===== src/rtl/stack_alu.sv =====
// Command sequencer for the operand stack: runs one arithmetic or stack command per
// handshake, reading operands from stk_tos and writing results back through stk_op/stk_data.
module stack_alu #(
   parameter int unsigned WIDTH = 8
) (
   input  logic             clk,
   input  logic             reset,
   input  logic             start,
   input  logic [3:0]       opcode,
   input  logic [WIDTH-1:0] imm,
   output logic             ready,
   output logic             done,
   output logic [1:0]       fault,
   output logic [1:0]       stk_op,
   output logic [WIDTH-1:0] stk_data,
   input  logic [WIDTH-1:0] stk_tos,
   input  logic [1:0]       stk_status,
   input  logic [1:0]       stk_error
);

   localparam logic [1:0] OP_NONE = 2'd0, OP_PUSH = 2'd1, OP_POP = 2'd2, OP_REPL = 2'd3;
   localparam logic [1:0] ST_EMPTY = 2'd1, ST_FULL = 2'd2;
   localparam logic [1:0] F_NONE = 2'd0, F_UNDER = 2'd1, F_OVER = 2'd2, F_ILLEGAL = 2'd3;
   localparam logic [3:0] OPC_LT_U = 4'd6, OPC_EQZ = 4'd7, OPC_CONST = 4'd8, OPC_DROP = 4'd9;

   typedef enum logic [1:0] {S_IDLE, S_EXEC1, S_EXEC2, S_DONE} state_t;

   state_t           state_q, state_d;
   logic [3:0]       opc_q, opc_d;
   logic [WIDTH-1:0] imm_q, imm_d;
   logic [WIDTH-1:0] b_q, b_d;
   logic [1:0]       fault_q, fault_d;
   logic             opv_q, opv_d;
   logic [WIDTH-1:0] alu_res;

   always_ff @(posedge clk) begin
      if (reset) begin
         state_q <= S_IDLE;
         opc_q   <= '0;
         imm_q   <= '0;
         b_q     <= '0;
         fault_q <= '0;
         opv_q   <= 1'b0;
      end else begin
         state_q <= state_d;
         opc_q   <= opc_d;
         imm_q   <= imm_d;
         b_q     <= b_d;
         fault_q <= fault_d;
         opv_q   <= opv_d;
      end
   end

   // a is the deeper operand, visible on stk_tos once b has been popped
   always_comb begin
      alu_res = '0;
      case (opc_q)
         4'd0:    alu_res = stk_tos + b_q;
         4'd1:    alu_res = stk_tos - b_q;
         4'd2:    alu_res = stk_tos & b_q;
         4'd3:    alu_res = stk_tos | b_q;
         4'd4:    alu_res = stk_tos ^ b_q;
         4'd5:    alu_res[0] = (stk_tos == b_q);
         4'd6:    alu_res[0] = (stk_tos < b_q);
         default: alu_res = '0;
      endcase
   end

   always_comb begin
      state_d  = state_q;
      opc_d    = opc_q;
      imm_d    = imm_q;
      b_d      = b_q;
      fault_d  = fault_q;
      stk_op   = OP_NONE;
      stk_data = '0;
      ready    = 1'b0;
      done     = 1'b0;
      fault    = F_NONE;
      case (state_q)
         S_IDLE: begin
            ready = 1'b1;
            if (start) begin
               opc_d   = opcode;
               imm_d   = imm;
               fault_d = F_NONE;
               state_d = S_EXEC1;
            end
         end
         S_EXEC1: begin
            state_d = S_DONE;
            if (opc_q <= OPC_LT_U) begin
               if (stk_status == ST_EMPTY) begin
                  fault_d = F_UNDER;
               end else begin
                  b_d     = stk_tos;
                  stk_op  = OP_POP;
                  state_d = S_EXEC2;
               end
            end else if (opc_q == OPC_EQZ) begin
               if (stk_status == ST_EMPTY) begin
                  fault_d = F_UNDER;
               end else begin
                  stk_op      = OP_REPL;
                  stk_data[0] = (stk_tos == '0);
               end
            end else if (opc_q == OPC_CONST) begin
               if (stk_status == ST_FULL) begin
                  fault_d = F_OVER;
               end else begin
                  stk_op   = OP_PUSH;
                  stk_data = imm_q;
               end
            end else if (opc_q == OPC_DROP) begin
               if (stk_status == ST_EMPTY) fault_d = F_UNDER;
               else                        stk_op  = OP_POP;
            end else begin
               fault_d = F_ILLEGAL;
            end
         end
         S_EXEC2: begin
            state_d = S_DONE;
            // Empty after the pop means only one entry existed: put b back
            if (stk_status == ST_EMPTY) begin
               stk_op   = OP_PUSH;
               stk_data = b_q;
               fault_d  = F_UNDER;
            end else begin
               stk_op   = OP_REPL;
               stk_data = alu_res;
            end
         end
         S_DONE: begin
            done    = 1'b1;
            fault   = (opv_q && stk_error != 2'd0) ? stk_error : fault_q;
            state_d = S_IDLE;
         end
         default: state_d = S_IDLE;
      endcase
      opv_d = (stk_op != OP_NONE);
   end

endmodule


===== config.mk =====
export PLATFORM = sky130hd
export DESIGN_NAME = stack_alu
export DESIGN_NICKNAME = d
export VERILOG_FILES = /design/src/rtl/stack_alu.sv
export SDC_FILE = /design/constraint.sdc
export NUM_CORES = 1
export LEC_CHECK = 0
export CAP_MARGIN = 20
export CORE_UTILIZATION = 59
export DETAILED_ROUTE_END_ITERATION = 6
export PLACE_DENSITY_LB_ADDON = 0.05
export SLEW_MARGIN = 20
export SYNTH_ARGS = -nofsm -noshare
export SYNTH_HDL_FRONTEND = slang
export SYNTH_SLANG_ARGS = --single-unit
export TNS_END_PERCENT = 50

===== constraint.sdc =====
create_clock -name clk -period 3.9 [get_ports clk]
set_input_delay 0.39 -clock clk [delete_from_list [all_inputs] [get_ports clk]]
set_output_delay 0.39 -clock clk [all_outputs]
set_load 0.03 [all_outputs]

# Word level (Yosys, flattened, before mapping)
# Cells that the tools add are included.
# totals
regBits	25
input_bits	27
output_inout_bits	14
wordCells	76
# op_classes
add_sub_neg	2
n_lt_le_gt_ge	2
n_eq_ne	17
mux	35
n_bitwise	4
reduce_logical	10
# op_table
operator	count
$pmux 7 s5	1
$mux 2	17
$mux 8	4
$eq 4x3->1 const B	4
$pmux 8 s2	1
$add 8x8->8	1
$and 8x8->8	1
$eq 4x2->1 const B	2
$eq 4x4->1 const B	2
$eq 8x8->1	1
$logic_not 8->1	1
$lt 8x8->1	1
$or 8x8->8	1
$pmux 2 s4	1
$sub 8x8->8	1
$xor 8x8->8	1
$mux 1	7
$mux 7	1
$pmux 1 s7	1
$eq 2x2->1 const B	3
$pmux 2 s3	1
$reduce_and 3->1	2
$ne 5x5->1 const B	1
$eq 2x1->1 const B	2
11 further kinds	12

# Depth between registers and ports, before layout
# logic_depth
depth_word	8
mapped_depth	10
mapped_depth_nobuf	10

# Worst setup path before layout
# Ideal clock, no wire load.
# synth_timing
kind	input-to-output
startpoint	input stk_tos[0]
endpoint	output stk_data[6]
t_arrival_ns	2.409
required_time_ns	3.510
path_slack_ns	1.101
stages	8
path_buffers	0
cell_sequence	ha_1 -> fa_1 -> a211oi_1 -> o21ai_0 -> o211ai_1 -> xnor2_1 -> a221oi_1 -> o21ai_0
# synth_between
elab_chain_cells	4
# synth_rtl
item	line_no	source
start: declaration	16	input logic [WIDTH-1:0] stk_tos,
$sub 8x8->8 / $add 8x8->8 (equally long branches)	59, 58	
$pmux 7 s5 (*)	57	case (opc_q)
$mux 8 (*)	124	if (stk_status == ST_EMPTY) begin
$pmux 8 s2 (*)	80	case (state_q)
end: declaration	15	output logic [WIDTH-1:0] stk_data,
# Mark *: on every way between the ends. The rest lies on a longest branch, timed or not.

# Worst setup path after layout
# Same ends and word-level chain as after synthesis.

==> results.cfg <==
[outcome]
status = completed

[drt]
dr.pass1.iters = 7
drt_iter0_drc = 210
drcViolationCount = 0
avgViaCountPerCell = 6.03
ant_nets = 0
num_vias = 2579
drt-wirelength-per-cell_um = 16.4
route.final.wire_length_um = 7040

[timing]
finalCritPeriodShare = 0.958
relSlewSlack = 0.346
tightest_slew_ns = 0.977
fmax_ghz = 0.268
skew_ns = 0.00319
finalCriticalPeriod_ns = 3.74
drv_slew = 0
rsz0062_at_grt = false
hold_viol = 0
finalSetupViolCount = 0
fin_ws_ns = 0.163
tns_ns = 0

[min_path]
holdPathStages = 2
worst_hold_path_type = flop to flop

[global_routing]
grt_overflow = 0
grt_usage = 0.323
grt_antenna_before_repair = 0
grt_pass1_wl_um = 10900
grt_pass1_vias = 2262
grt_max_degree = 26

[final_layout]
nFillCells = 352
final_nets = 437
fin_cells = 428
drive_above_1_share = 0.0635
area_delta_synth_final_pct = 18.5
antenna_cells = 0
fin_util = 0.738
final_area_um2 = 3000

[pwr]
p_int_uw = 711
switching_power_uw = 671
seqPwrFrac = 0.279
p_leak_uw = 0.00116
p_clk_frac = 0.121
peakVddDrop_v = 0.000311
power_switching_share = 0.486
power.density_nw_per_um2 = 461
p_comb_frac = 0.600

[cts]
cts_hold_buf = 0
htree_levels = 1
cts_setup_buffers = 0
numCtsBuffers = 3
cts-root-buf = clkbuf_8
cts_tree = yes
cts.path.max_buffers = 2
clock_sink_count = 25
clk_latency_ns = 0.28
clk_pin_slew_ns = 0.10

[die]
die_area_um2 = 4550
die_w_um = 67.5
coreArea_um2 = 4060
rows = 23
die_y_um = 67.5
start_util = 0.623
io_pins = 41

[placed_design]
portBuffers = 40
dpl-instance-area_um2 = 2930
dpl.hpwl_um = 5400
dp_slack_ns = 0.134
placedCellCount = 424
place_congestion = 0.968

[synth]
synth-seq-cells = 25
yosysTopAreaCellShare = 0.198
synth_area_leaders = dfxtp_1 20%, ha_1 14%, nand2_1 7.0%, nor2_1 6.2%, a21oi_1 6.1%
syn_area_um2 = 2530
yosysTopAreaCell = dfxtp_1
yosys_most_used_dff = dfxtp_1
synth.most_common_cell = nand2_1
synth-edff-count = 0
avgSynthCellArea_um2 = 7.24
ys_warn_count = 0
synth.distinct_cells = 58
yosysSeqAreaShare = 0.198
netlist_top_cells_count = 47 x nand2_1, 42 x nor2_1, 31 x a21oi_1
syn_nets = 407
netlist_instances = 349
async_reset_ff_frac = 0

[worst_setup_path]
path_max_fanout = 4
required_ns = 3.51
critPathCaptureType = output pin
start_kind = input pin
rr_worst_depth = 6
critPathArrivalTime_ns = 3.35
worst-setup-path-type = input pin to output pin

[run]
max_cap_viol_count = 0
==> layout make-up <==
type	instances	area, um2	area share
inverters	27	101	0.0338
well taps	50	62.6	0.0209
multi-input cells	275	1830	0.610
flip-flops and latches	25	500	0.167
clock buffers	3	41.3	0.0138
repair buffers	47	455	0.152
clock inverters	1	7.51	0.00251
==> what timing repair did <==
| action | 4_1_cts | 5_1_grt |
|---|---|---|
| hold endpoints to repair | 0 | 0 |
| setup endpoints to repair | 0 | 2 |
| gates resized for setup | 0 | 3 |
==> kinds of logic after synthesis <==
logic type / Yosys count / synth area share
XOR/XNOR: 7 / 0.0243
flip-flops: 25 / 0.198
adder cells (fa/ha/maj): 31 / 0.159
AND/OR/NAND/NOR: 134 / 0.257
AO/OA/AOI/OAI: 98 / 0.257
multiplexers: 5 / 0.0208
buffers and inverters: 49 / 0.0832
==> worst max-delay path: stages <==
cell and delay, ns:
clkdlybuf4s50_1 0.46, inv_1 0.16, ha_1 0.16, inv_1 0.05, fa_1 0.42, and2b_2 0.23
o21ai_0 0.16, nand2_1 0.12, xnor2_1 0.20, a221oi_1 0.11, o21ai_0 0.19, clkdlybuf4s50_1 0.70
==> cells in the final DEF, fill, tap and decap left out, types with 3 or more instances in the layout <==
master / count
a211oi_1: 5
a21boi_0: 3
a21oi_1: 31
a221oi_1: 4
a32o_1: 4
buf_4: 7
clkbuf_8: 3
clkdlybuf4s50_1: 39
dfxtp_1: 25
ha_1: 29
inv_1: 27
mux2i_1: 3
nand2_1: 47
nand2b_1: 7
nand3_1: 6
nor2_1: 42
nor2b_1: 5
nor3_1: 5
nor3b_1: 3
nor4_1: 6
o21ai_0: 16
o21ai_1: 4
o22ai_1: 3
xnor2_1: 7
==> per-stage QoR <==
stage	hold slack (ns)	power, uW
floorplan	0.436	982
global placement	0.446	1190
detailed placement	0.460	1200
CTS	0.474	1370
global route	0.495	1480
finish	0.477	1380
==> sequential cells by signal (all words and copies together) (netlist names) <==
register  count
state_q       2
opv_q         1
b_q           8
opc_q         4
imm_q         8
fault_q       2
==> power groups by stage <==
stage / clock network [uW] / logic [uW] / registers, uW
5_1_grt: 179 / 907 / 391
3_5_place_dp: 0 / 809 / 389
2_1_floorplan: 0 / 637 / 345
4_1_cts: 171 / 813 / 383
3_3_place_gp: 0 / 799 / 386
6_report: 167 / 829 / 385
==> routing by layer <==
metal / routed length [um] / part of all wire / vias up / track usage
met4: 200 / 0.028 / 0 / 0.114
met1: 3230 / 0.46 / 1164 / 0.455
met2: 3030 / 0.43 / 124 / 0.495
met3: 577 / 0.082 / 18 / 0.0490
li1: - / - / 1273 / -
met5: 0 / 0 / - / 0
==> path summary, 6_finish.rpt <==
| check | startpoint | end | slack (ns) |
|---|---|---|---|
| min | imm_q[2]$_SDFFE_PP0P_ | imm_q[2]$_SDFFE_PP0P_ | 0.48 |
| max reg2reg | opc_q[0]$_SDFFE_PP0P_ | b_q[5]$_SDFFE_PP0P_ | 1.74 |
| min reg2reg | imm_q[2]$_SDFFE_PP0P_ | imm_q[2]$_SDFFE_PP0P_ | 0.48 |
| max | stk_tos[0] | stk_data[6] | 0.16 |
(Power assumes the default switching activity.)
